<file path="src/rtl/mul16_seq_if.sv">
// Request/response bundle between the CPU execute stage and the sequential multiplier.
interface mul16_seq_if;
   logic        start;
   logic [15:0] a;
   logic [15:0] b;
   logic        busy;
   logic        done;
   logic [31:0] product;
   logic        hi_nz;

   modport master (output start, a, b, input busy, done, product, hi_nz);
   modport slave  (input start, a, b, output busy, done, product, hi_nz);
endinterface

</file>
<file path="src/rtl/mul16_seq.sv">
// 16x16 unsigned shift-and-add multiplier: one partial-product add per cycle through a
// 16-bit carry-lookahead sum, 17-cycle latency, optional single-cycle zero shortcut.
module mul16_seq #(
   parameter bit ZERO_SKIP = 1'b1
) (
   input logic       clk,
   input logic       reset_n,
   mul16_seq_if.slave bus
);

   typedef enum logic {IDLE, RUN} state_t;

   state_t      state, state_nxt;
   logic [15:0] acc, acc_nxt;
   logic [15:0] mq, mq_nxt;
   logic [15:0] mcand, mcand_nxt;
   logic [3:0]  cnt, cnt_nxt;
   logic [31:0] product, product_nxt;
   logic        hi_nz, hi_nz_nxt;
   logic        done, done_nxt;

   logic [15:0] x, y, s;
   logic        cout;
   logic [31:0] shifted;

   // Four 4-bit groups with group-level lookahead; the carry out of bit 15 is not formed here.
   function automatic logic [15:0] cla_sum(input logic [15:0] op_x, input logic [15:0] op_y);
      logic [14:0] g;
      logic [15:0] p;
      logic [15:0] c;
      logic [3:0]  cg;
      logic        gg, pg;
      g = op_x[14:0] & op_y[14:0];
      p = op_x ^ op_y;
      cg[0] = 1'b0;
      for (int k = 0; k < 3; k++) begin
         gg = g[4*k+3] | (p[4*k+3] & g[4*k+2]) | (p[4*k+3] & p[4*k+2] & g[4*k+1])
            | (p[4*k+3] & p[4*k+2] & p[4*k+1] & g[4*k]);
         pg = &p[4*k +: 4];
         cg[k+1] = gg | (pg & cg[k]);
      end
      for (int k = 0; k < 4; k++) begin
         c[4*k] = cg[k];
         for (int j = 0; j < 3; j++) begin
            c[4*k+j+1] = g[4*k+j] | (p[4*k+j] & c[4*k+j]);
         end
      end
      return p ^ c;
   endfunction

   assign x       = acc;
   assign y       = mq[0] ? mcand : 16'h0000;
   assign s       = cla_sum(x, y);
   assign cout    = (x[15] & y[15]) | ((x[15] | y[15]) & ~s[15]);
   assign shifted = {cout, s, mq[15:1]};

   always_ff @(posedge clk) begin
      if (!reset_n) begin
         state   <= IDLE;
         acc     <= 16'h0000;
         mq      <= 16'h0000;
         mcand   <= 16'h0000;
         cnt     <= 4'd0;
         product <= 32'h0000_0000;
         hi_nz   <= 1'b0;
         done    <= 1'b0;
      end else begin
         state   <= state_nxt;
         acc     <= acc_nxt;
         mq      <= mq_nxt;
         mcand   <= mcand_nxt;
         cnt     <= cnt_nxt;
         product <= product_nxt;
         hi_nz   <= hi_nz_nxt;
         done    <= done_nxt;
      end
   end

   always_comb begin
      state_nxt   = state;
      acc_nxt     = acc;
      mq_nxt      = mq;
      mcand_nxt   = mcand;
      cnt_nxt     = cnt;
      product_nxt = product;
      hi_nz_nxt   = hi_nz;
      done_nxt    = 1'b0;
      unique case (state)
         IDLE: begin
            if (bus.start) begin
               if (ZERO_SKIP && (bus.a == 16'h0000 || bus.b == 16'h0000)) begin
                  product_nxt = 32'h0000_0000;
                  hi_nz_nxt   = 1'b0;
                  done_nxt    = 1'b1;
               end else begin
                  mcand_nxt = bus.a;
                  mq_nxt    = bus.b;
                  acc_nxt   = 16'h0000;
                  cnt_nxt   = 4'd0;
                  state_nxt = RUN;
               end
            end
         end
         RUN: begin
            // The multiplier shifts out of mq as the product's low half shifts in behind it.
            acc_nxt = shifted[31:16];
            mq_nxt  = shifted[15:0];
            cnt_nxt = cnt + 4'd1;
            if (cnt == 4'd15) begin
               product_nxt = shifted;
               hi_nz_nxt   = |shifted[31:16];
               done_nxt    = 1'b1;
               state_nxt   = IDLE;
            end
         end
         default: state_nxt = IDLE;
      endcase
   end

   assign bus.busy    = (state == RUN);
   assign bus.done    = done;
   assign bus.product = product;
   assign bus.hi_nz   = hi_nz;

endmodule

</file>
<file path="src/flat_wrapper.sv">
// flat-port wrapper written by rule: the top's interface ports become plain ports
module mul16_seq_flat 
#(
   parameter bit ZERO_SKIP = 1'b1
)
  (clk, reset_n, bus_start, bus_a, bus_b, bus_busy, bus_done, bus_product, bus_hi_nz);
  mul16_seq_if bus_i ();
  input logic clk;
  input logic reset_n;
  input wire logic [$bits(bus_i.start)-1:0] bus_start;
  input wire logic [$bits(bus_i.a)-1:0] bus_a;
  input wire logic [$bits(bus_i.b)-1:0] bus_b;
  output wire logic [$bits(bus_i.busy)-1:0] bus_busy;
  output wire logic [$bits(bus_i.done)-1:0] bus_done;
  output wire logic [$bits(bus_i.product)-1:0] bus_product;
  output wire logic [$bits(bus_i.hi_nz)-1:0] bus_hi_nz;
  assign bus_i.start = bus_start;
  assign bus_i.a = bus_a;
  assign bus_i.b = bus_b;
  assign bus_busy = bus_i.busy;
  assign bus_done = bus_i.done;
  assign bus_product = bus_i.product;
  assign bus_hi_nz = bus_i.hi_nz;
  mul16_seq #(.ZERO_SKIP(ZERO_SKIP)) u_core (.clk(clk), .reset_n(reset_n), .bus(bus_i));
endmodule
</file>
<file path="config.mk">
export PLATFORM = sky130hd
export DESIGN_NAME = mul16_seq_flat
export DESIGN_NICKNAME = d
export VERILOG_FILES = /design/src/rtl/mul16_seq_if.sv /design/src/rtl/mul16_seq.sv /design/src/flat_wrapper.sv
export SDC_FILE = /design/constraint.sdc
export NUM_CORES = 1
export LEC_CHECK = 0
export BUFFER_PORTS_ARGS = -buffer_cell sky130_fd_sc_hd__buf_2
export CAP_MARGIN = 30
export CORE_ASPECT_RATIO = 1.5
export CORE_UTILIZATION = 50
export DETAILED_ROUTE_END_ITERATION = 8
export MAX_ROUTING_LAYER = met4
export PLACE_DENSITY = 0.8
export SYNTH_ARGS = -nofsm -noshare
export SYNTH_HDL_FRONTEND = slang
export SYNTH_SLANG_ARGS = --single-unit
</file>
<file path="constraint.sdc">
create_clock -name clk -period 3.7 [get_ports clk]
set_clock_uncertainty 0.2 [all_clocks]
set_input_delay 0.555 -clock clk [delete_from_list [all_inputs] [get_ports clk]]
set_output_delay 0.555 -clock clk [all_outputs]
set_load 0.05 [all_outputs]
</file>
# Yosys cells after proc, flatten, opt, wreduce, memory -nomap -nowiden
# Index checks and enable logic that the tools add are counted.
[word_totals]
regBits = 87
inputBits = 35
out_inout_bits = 35
elab_cells = 109
[op_classes]
addsub = 1
eq_ne = 5
mux = 26
n_bitwise = 60
n_reduce_logical = 9
[op_table]
columns = ["op", "count"]
rows = [
  ["two-way mux 32 bit", 3],
  ["two-way mux 16 bit", 5],
  ["one-hot mux 16 bit (2 select lines)", 2],
  ["one-hot mux 32 bit (2 select lines)", 1],
  ["logical NOT 16 bit", 2],
  ["bitwise XOR 16 bit", 2],
  ["AND 1 bit", 30],
  ["bitwise OR 1 bit", 24],
  ["OR reduction 16 bit", 1],
  ["AND 15 bit", 1],
  ["two-way mux 1 bit", 9],
  ["two-way mux 4 bit", 2],
  ["one-hot mux 4 bit (2 select lines)", 1],
  ["AND reduction 4 bit", 2],
  ["!= test 2 bit (second input constant)", 3],
  ["one-hot mux 1 bit (2 select lines)", 3],
  ["AND reduction 3 bit", 2],
  ["adder 4 x 1 -> 4 bit (second input constant)", 1],
  ["== test 4 bit (second input constant)", 1],
  ["inverter 1 bit", 3],
  ["!= test 2 x 1 -> 1 bit (second input constant)", 1],
  ["AND reduction 2 bit", 1],
  ["logical OR 1 bit", 1],
]

# Depth between registers and ports, before layout
# Gate-level depths: netlist of run 1.
[depth]
ltp_word = 23
ltp_mapped = 18
ltp_nobuf = 18

# Worst setup path after synthesis of run 1
# Ideal clock, no wire load.
[synth_timing]
path_type = "flip-flop to flip-flop"
startpoint = "register u_core.mq[0]"
endpoint = "register u_core.hi_nz, in the netlist u_core.bus.hi_nz"
setup_time_ns = 0.117
arrival_time_ns = 3.543
required_ns = 3.383
setup_slack_ns = -0.159
path_stages_with_launch = 18
n_path_buf = 1
period_less_slack_ns = 3.859
cell_sequence = "dfxtp_1 clkbuf_1 nand2_1 inv_1 ha_1 o2111a_1 o31a_1 o31ai_1 fa_1 fa_1 inv_1 fa_1 inv_1 fa_1 nand3b_1 nor4_1 nand4_1 a22o_1"
[synth_via]
elab_chain_len = 23
elab_cells_between_ends = 64
cone_classes = "3 x mux; 58 x bitwise; 3 x reduce/logical"
[synth_rtl]
columns = ["item", "line", "text"]
rows = [
  ["from (decl)", "mul16_seq.sv:15", "logic [15:0] mq, mq_nxt;"],
  ["from (signal assigned)", "mul16_seq.sv:70", "mq <= mq_nxt;"],
  ["two-way mux 16 bit *", "mul16_seq.sv:52", "assign y = mq[0] ? mcand : 16'h0000;"],
  ["bitwise XOR 16 bit / AND 15 bit (equally long branches)", "mul16_seq.sv:34, mul16_seq.sv:33", ""],
  ["AND 1 bit (on tied branches)", "mul16_seq.sv:37, mul16_seq.sv:38", ""],
  ["bitwise OR 1 bit, or another cell as far along", "mul16_seq.sv:37", "gg = g[4*k+3] | (p[4*k+3] & g[4*k+2]) | (p[4*k+3] & p[4*k+2] & g[4*k+1])"],
  ["bitwise OR 1 bit / AND 1 bit (equally long branches)", "mul16_seq.sv:37, mul16_seq.sv:38", ""],
  ["bitwise OR 1 bit", "mul16_seq.sv:38", "| (p[4*k+3] & p[4*k+2] & p[4*k+1] & g[4*k]);"],
  ["AND 1 bit", "mul16_seq.sv:40", "cg[k+1] = gg | (pg & cg[k]);"],
  ["bitwise OR 1 bit", "mul16_seq.sv:40", ""],
  ["[7 not listed]", "n/a", ""],
  ["bitwise OR 1 bit", "mul16_seq.sv:45", "c[4*k+j+1] = g[4*k+j] | (p[4*k+j] & c[4*k+j]);"],
  ["bitwise XOR 16 bit", "mul16_seq.sv:48", "return p ^ c;"],
  ["inverter 1 bit", "mul16_seq.sv:54", "assign cout = (x[15] & y[15]) | ((x[15] | y[15]) & ~s[15]);"],
  ["AND 1 bit", "mul16_seq.sv:54", ""],
  ["bitwise OR 1 bit", "mul16_seq.sv:54", ""],
  ["OR reduction 16 bit *", "mul16_seq.sv:111", "hi_nz_nxt = |shifted[31:16];"],
  ["two-way mux 1 bit *", "mul16_seq.sv:109", "if (cnt == 4'd15) begin"],
  ["one-hot mux 1 bit (2 select lines) *", "mul16_seq.sv:88", "unique case (state)"],
  ["to (signal assigned)", "mul16_seq.sv:74", "hi_nz <= hi_nz_nxt;"],
  ["to (decl)", "mul16_seq.sv:19", "logic hi_nz, hi_nz_nxt;"],
]
# Every way passes the cells marked *; elsewhere a longest branch is shown, timed or not. The select of a mux whose other input is x is not followed.
# A chain may end at the register's enable or synchronous reset.

# Worst setup path after layout of run 1
# Same ends and word-level chain as after synthesis.

==> results of run 1 <==
-- cells in the mapped netlist, types with 2 or more instances --
cell type | n | share of area, %
a21o_1 | 3 | 0.60
a21oi_1 | 22 | 2.9
a22o_1 | 17 | 3.9
a32o_1 | 2 | 0.53
and2_1 | 5 | 0.83
buf_4 | 3 | 0.60
buf_6 | 3 | 0.89
clkbuf_1 | 13 | 1.3
dfxtp_1 | 87 | 46
fa_1 | 12 | 6.4
ha_1 | 13 | 4.3
inv_1 | 23 | 2.3
mux2i_1 | 32 | 8.5
nand2_1 | 33 | 3.3
nand3_1 | 7 | 0.93
nand4_1 | 6 | 0.99
nor2_1 | 20 | 2.0
nor2b_1 | 3 | 0.50
nor4_1 | 9 | 1.5
o21ai_0 | 31 | 4.1
o21ai_1 | 2 | 0.26
o2bb2ai_1 | 15 | 3.5
or2_2 | 2 | 0.33
xor2_1 | 3 | 0.70
-- flip-flops by register name (all words and copies together) (netlist names) --
name,cells
u_core.mcand,16
u_core.bus.busy,1
u_core.bus.done,1
u_core.bus.product,32
u_core.mq,16
u_core.acc,16
u_core.cnt,4
u_core.bus.hi_nz,1
-- repair_timing --
action,in CTS,in global routing
pin swaps,16,4
hold buffers,0,0
endpoints found under the setup margin,3,3
setup buffers,2,0
resized for setup,27,9
-- cell type report --
type	instances	area [µm²]
tap	100	125
timing repair buffer	97	564
clock buffer	13	159
sequential	87	1750
inverter	24	90.1
clock inverter	1	5.00
fill	577	2610
multi-input combinational	246	1980
-- routing by layer --
layer  vias up  GRT usage, %  wire, µm
met2        93          44.0      4910
met4         0          12.7       318
li1       1514             -         -
met3        28          5.31       344
met1      1521          30.6      3830
met5         -             -         0
-- logic make-up after synthesis --
logic type / after synthesis
AND/OR/NAND/NOR: 87
multiplexers: 32
buffers and inverters: 44
AO/OA/AOI/OAI: 99
flip-flops: 87
XOR/XNOR: 3
adder cells (fa/ha/maj): 25
-- worst max-delay path by stage --
stage                         startpoint                             to  slack [ps]
4_1_cts        u_core.mq[0]$_SDFFE_PN0P_  u_core.bus.hi_nz$_SDFFE_PN0P_         -60
3_5_place_dp   u_core.mq[0]$_SDFFE_PN0P_  u_core.bus.hi_nz$_SDFFE_PN0P_        -200
6_report       u_core.mq[0]$_SDFFE_PN0P_  u_core.bus.hi_nz$_SDFFE_PN0P_         -80
3_3_place_gp   u_core.mq[0]$_SDFFE_PN0P_  u_core.bus.hi_nz$_SDFFE_PN0P_         -80
2_1_floorplan  u_core.mq[0]$_SDFFE_PN0P_  u_core.bus.hi_nz$_SDFFE_PN0P_          20
5_1_grt        u_core.mq[0]$_SDFFE_PN0P_  u_core.bus.hi_nz$_SDFFE_PN0P_        -220
-- where the power goes --
part | internal [mW] | switching (mW) | total (mW)
sequential | 0.965 | 0.0258 | 0.991
combinational | 0.0748 | 0.0948 | 0.170
clock | 0.273 | 0.310 | 0.583
total | 1.31 | 0.430 | 1.74
-- per-stage QoR --
step	instance area [µm²]	instances	worst slack, ps
2_1_floorplan	3800	377	24.9
3_3_place_gp	4340	551	-76.5
3_5_place_dp	4360	552	-199
4_1_cts	4640	568	-58.6
5_1_grt	4670	568	-225
6_report	4670	568	-77.1
-- critical path, delay by kind of cell (launching register included) --
kind,cells,cell delay (ps)
buffers and inverters,3,240
flip-flops,1,370
AND/OR/NAND/NOR,4,480
adder cells (fa/ha/maj),5,1690
AO/OA/AOI/OAI,4,690
==> impl_metrics.csv, run 1 <==
group,metric,value,unit
sta,slew_headroom,44.2,%
pwr,ir_drop,0.251,mV
logic_synthesis,synth-edff-count,0,
sta,hold_viol,0,
cts,clkLatencyLatePin,360,ps
logic_synthesis,async_flop_share,0,%
worst_hold_path,min_path_cells,3,
drt,drt_iter0_drc,149,
logic_synthesis,synth-xor-area-share,0.695,%
logic_synthesis,synth_flop_cell,"dfxtp_1",
cts,cts_tree,"done",
sta,slew_viol_final,0,
drt,drcViolationCount,0,
layout,final_core_util,64.2,%
logic_synthesis,syn_area,3780,µm²
flow_run,drv_cap,0,
setup_path,cp-end-kind,"register",
setup_path,critical_path.max_fanout,6,
floorplanning,dieHeight,109,µm
setup_path,timing.rr.end,"u_core.bus.hi_nz$_SDFFE_PN0P_",
layout,drive_gt1_share,30.6,%
place,place.gp.congestion,0.897,
setup_path,r2r-start,"u_core.mq[0]$_SDFFE_PN0P_",
logic_synthesis,synth_compound_area_share,18.0,%
setup_path,r2r_slack,-80,ps
floorplanning,die_w,73.0,µm
sta,rsz0062_at_grt,"true",
grt,grt_usage,26.7,%
sta,final-setup-viol-count,1,
floorplanning,ioPinCount,70,
pwr,power_density,373,nW/µm²
run_status,violations,"negative setup slack",
cts,clk_pin_slew,80,ps
setup_path,critical_path_arrival,3830,ps
setup_path,required,3750,ps
drt,avgRoutedWirePerCell,16.5,µm
logic_synthesis,avgSynthCellArea,10.0,µm²
grt,grt_pass1_vias,3155,
run_status,outcome,"complete, but fails checks",
sta,whs,248,ps
floorplanning,rows,38,
layout,syn2layout_area_growth,23.4,%
cts,numCtsBuffers,9,
logic_synthesis,synth-simple-area-share,10.8,%
cts,root_buffer,"clkbuf_8",
floorplanning,core,7270,µm²
sta,finalCritPeriodShare,102,%
worst_hold_path,min_to,"u_core.mcand[5]$_SDFFE_PN0P_",
cts,h-tree-depth,3,
logic_synthesis,synth-seq-cells,87,
sta,setup_ws,-77.1,ps
sta,max_freq,265,MHz
logic_synthesis,synth_mux_area_share,8.47,%
logic_synthesis,seq_area_frac_synth,46.1,%
pwr,p_total,1.74,mW
grt,overflow,0,
grt,antenna_found_initial,0,
logic_synthesis,synth.distinct_cells,35,
worst_hold_path,hold_path.class,"input pin to register",
drt,routed_wl,9.40,mm
grt,grt_max_degree,34,
place,port_buffers,69,
setup_path,cp_cell_sequence,"buf_6 -> and2_4 -> ha_4 -> o2111a_1 -> o31a_1 -> o31ai_4 -> fa_2 -> fa_2 -> inv_2 -> fa_2 -> inv_2 -> fa_2 -> nand3b_1 -> nor4_2 -> nand4_1 -> a22o_1",
drt,viasPerCell,5.56,
floorplanning,die_area,7920,µm²
sta,worstMarginPinSlew,837,ps
setup_path,cpMostUsedCell,"fa_2",
setup_path,max_stage_delay,530,ps
drt,ant_nets,0,
logic_synthesis,syn_inst,377,
layout,num_antenna_cells,0,
layout,mostFrequentLayoutCells,"86 x dfxtp_1, 69 x buf_2, 32 x mux2i_1",
layout,final_common_cell,"dfxtp_1",
sta,setup_tns,-77.1,ps
logic_synthesis,ys_warn_count,0,
drt,vias,3156,
logic_synthesis,syn_nets,437,
setup_path,timing_worst_setup_path_type,"register to register",
layout,num-nets-final,525,
grt,grt_first_pass_wirelength,15.4,mm
setup_path,cp_slowest_cell,"fa_2",
sta,fin_crit,3780,ps
logic_synthesis,synth_top_family_by_area,"compound AO/OA/AOI/OAI gates",
setup_path,ff2ff_path_depth,16,
cts,cts.sinks,87,
setup_path,critPathLaunchType,"register",
worst_hold_path,holdCritStartpoint,"bus_a[5]",
floorplanning,start_util,52.0,%
logic_synthesis,synthAdderAreaFrac,10.7,%
drt,drt_first_pass_iters,4,
cts,clockBufferDepth,2,
pwr,p_leak,2.11,nW
place,hpwl,6.57,mm
Power figures use the tool's default switching activity.
==> run 2: changes to the inputs <==
==> constraint.sdc (replaced) <==
create_clock -name clk -period 3.3 [get_ports clk]
set_clock_uncertainty 0.2 [all_clocks]
set_input_delay 0.495 -clock clk [delete_from_list [all_inputs] [get_ports clk]]
set_output_delay 0.495 -clock clk [all_outputs]
set_load 0.05 [all_outputs]
==> impl_metrics.csv, run 2 (synthesized netlist as in run 1, its figures left out) <==
group,metric,value,unit
sta,fin_crit,3830,ps
setup_path,r2r_slack,-530,ps
cts,clockBufferDepth,2,
floorplanning,die_w,73.0,µm
sta,worstMarginPinSlew,824,ps
run_status,outcome,"complete, but fails checks",
sta,finalCritPeriodShare,116,%
grt,grt_max_degree,35,
grt,met2_usage,45.8,%
cts,root_buffer,"clkbuf_8",
setup_path,r2r-start,"u_core.mq[0]$_SDFFE_PN0P_",
floorplanning,ioPinCount,70,
sta,setup_tns,-2520,ps
floorplanning,start_util,52.0,%
setup_path,setup.worst_path.start,"u_core.mq[0]$_SDFFE_PN0P_",
place,place.gp.congestion,0.896,
drt,viasPerCell,5.42,
pwr,ir_drop,0.325,mV
layout,seqCellArea,1750,µm²
cts,h-tree-depth,3,
setup_path,ff2ff_path_depth,18,
place,hpwl,6.68,mm
setup_path,cp_slowest_cell,"fa_2",
grt,grt_usage,26.2,%
drt,avgRoutedWirePerCell,16.9,µm
layout,final_core_util,68.5,%
layout,syn2layout_area_growth,31.8,%
layout,fill_cells,549,
floorplanning,core,7270,µm²
setup_path,max_stage_delay,530,ps
setup_path,crit_cells,18,
setup_path,critical_path_arrival,3890,ps
cts,hold_buffers,0,
drt,vias,3236,
worst_hold_path,holdCritStartpoint,"bus_a[8]",
setup_path,cp_cell_sequence,"buf_12 -> nand2_4 -> inv_2 -> ha_4 -> a21oi_2 -> nor2b_2 -> o31a_1 -> o31ai_2 -> fa_2 -> fa_2 -> inv_2 -> fa_2 -> inv_2 -> fa_2 -> nand3b_1 -> nor4_2 -> nand4_1 -> a22o_1",
layout,mostFrequentLayoutCells,"86 x dfxtp_1, 69 x buf_2, 48 x buf_4",
floorplanning,rows,38,
grt,antenna_found_initial,0,
setup_path,timing.rr.end,"u_core.bus.hi_nz$_SDFFE_PN0P_",
sta,rsz0062_at_grt,"true",
grt,top_usage_layer,"met2",
drt,drt_iter0_drc,156,
flow_run,drv_cap,0,
pwr,power_density,395,nW/µm²
setup_path,timing_worst_setup_path_type,"register to register",
layout,regMostFlops,"u_core.bus.product",
sta,max_freq,261,MHz
layout,final_common_cell,"dfxtp_1",
floorplanning,die_area,7920,µm²
layout,drive_gt1_share,36.8,%
place,port_buffers,69,
pwr,p_leak,2.28,nW
grt,use_met1,27.5,%
drt,drcViolationCount,0,
cts,cts_tree,"done",
setup_path,cp-end-kind,"register",
cts,clkLatencyLatePin,370,ps
layout,largest_register_ffs,32,
drt,drt_first_pass_iters,4,
layout,num-nets-final,553,
grt,grt_first_pass_wirelength,15.0,mm
worst_hold_path,hold_path.class,"input pin to register",
run_status,violations,"negative setup slack",
setup_path,required,3360,ps
setup_path,critical_path.max_fanout,8,
sta,hold_viol,0,
grt,overflow,0,
cts,numCtsBuffers,9,
sta,slew_viol_final,0,
setup_path,cpMostUsedCell,"fa_2",
sta,slew_headroom,45.0,%
sta,final-setup-viol-count,10,
setup_path,crit_buf_inv,4,
sta,setup_ws,-530,ps
cts,clk_pin_slew,90,ps
drt,routed_wl,10.1,mm
layout,multi_input_area,2040,µm²
drt,ant_nets,0,
layout,num_antenna_cells,0,
setup_path,crit_end,"u_core.bus.hi_nz$_SDFFE_PN0P_",
floorplanning,dieHeight,109,µm
cts,cts.sinks,87,
grt,use_met3,4.57,%
setup_path,crit_family,"adder cells",
setup_path,critPathLaunchType,"register",
grt,grt_pass1_vias,3191,
-- run 2: where the power goes --
part / leakage (nW) / switching (mW) / total (mW) / internal (mW)
registers: 0.708 / 0.0288 / 1.11 / 1.08
logic: 1.49 / 0.115 / 0.212 / 0.0973
clock network: 0.0805 / 0.353 / 0.644 / 0.290
-- run 2: final cells by class --
cell class                      instances  area share [%]
Clock inverter                          1           0.100
Tap cell                              100            2.51
Sequential cell                        87            35.0
Multi-Input combinational cell        246            41.0
Inverter                               24            1.86
Timing Repair Buffer                  125            16.4
Clock buffer                           14            3.06
-- run 2: per-stage QoR --
stage	power (mW)	cell area [µm²]	instances	hold WS, ps	setup slack, ps
floorplan	1.25	3820	377	224	-308
global placement	1.31	4460	562	239	-395
detailed placement	1.32	4460	562	243	-470
CTS	1.95	4710	587	172	-348
global route	2.03	4980	597	190	-628
finish	1.97	4980	597	174	-530
-- run 2: how the worst min path moves through the flow --
stage	to	slack, ps	depth (start not counted)
global route	u_core.mcand[14]$_SDFFE_PN0P_	190	3
finish	u_core.mcand[8]$_SDFFE_PN0P_	170	3
global placement	u_core.acc[12]$_SDFFE_PN0P_	240	2
detailed placement	u_core.bus.product[21]$_SDFFE_PN0P_	240	1
floorplan	u_core.acc[12]$_SDFFE_PN0P_	220	2
CTS	u_core.mcand[8]$_SDFFE_PN0P_	170	3
-- run 2: what timing repair did --
| item | 4_1_cts | 5_1_grt |
|---|---|---|
| hold endpoints to repair | 0 | 0 |
| setup buffers | 10 | 9 |
| endpoints found under the setup margin | 8 | 16 |
| pin swaps | 5 | 4 |
| resized for setup | 7 | 40 |
| cloned | 0 | 1 |
-- run 2: worst register-to-register path: cells and delay by family (launching register included) --
family	cells	cell delay (ps)
AO/OA/AOI/OAI	4	540
adder cells (fa/ha/maj)	5	1660
AND/OR/NAND/NOR	5	620
buffers and inverters	4	320
flip-flops	1	400
-- run 2: layer usage --
layer | part of all wire [%] | vias up
li1 | - | 1563
met1 | 39 | 1556
met2 | 53 | 83
met3 | 3.4 | 34
met4 | 4.3 | 0
met5 | 0 | -
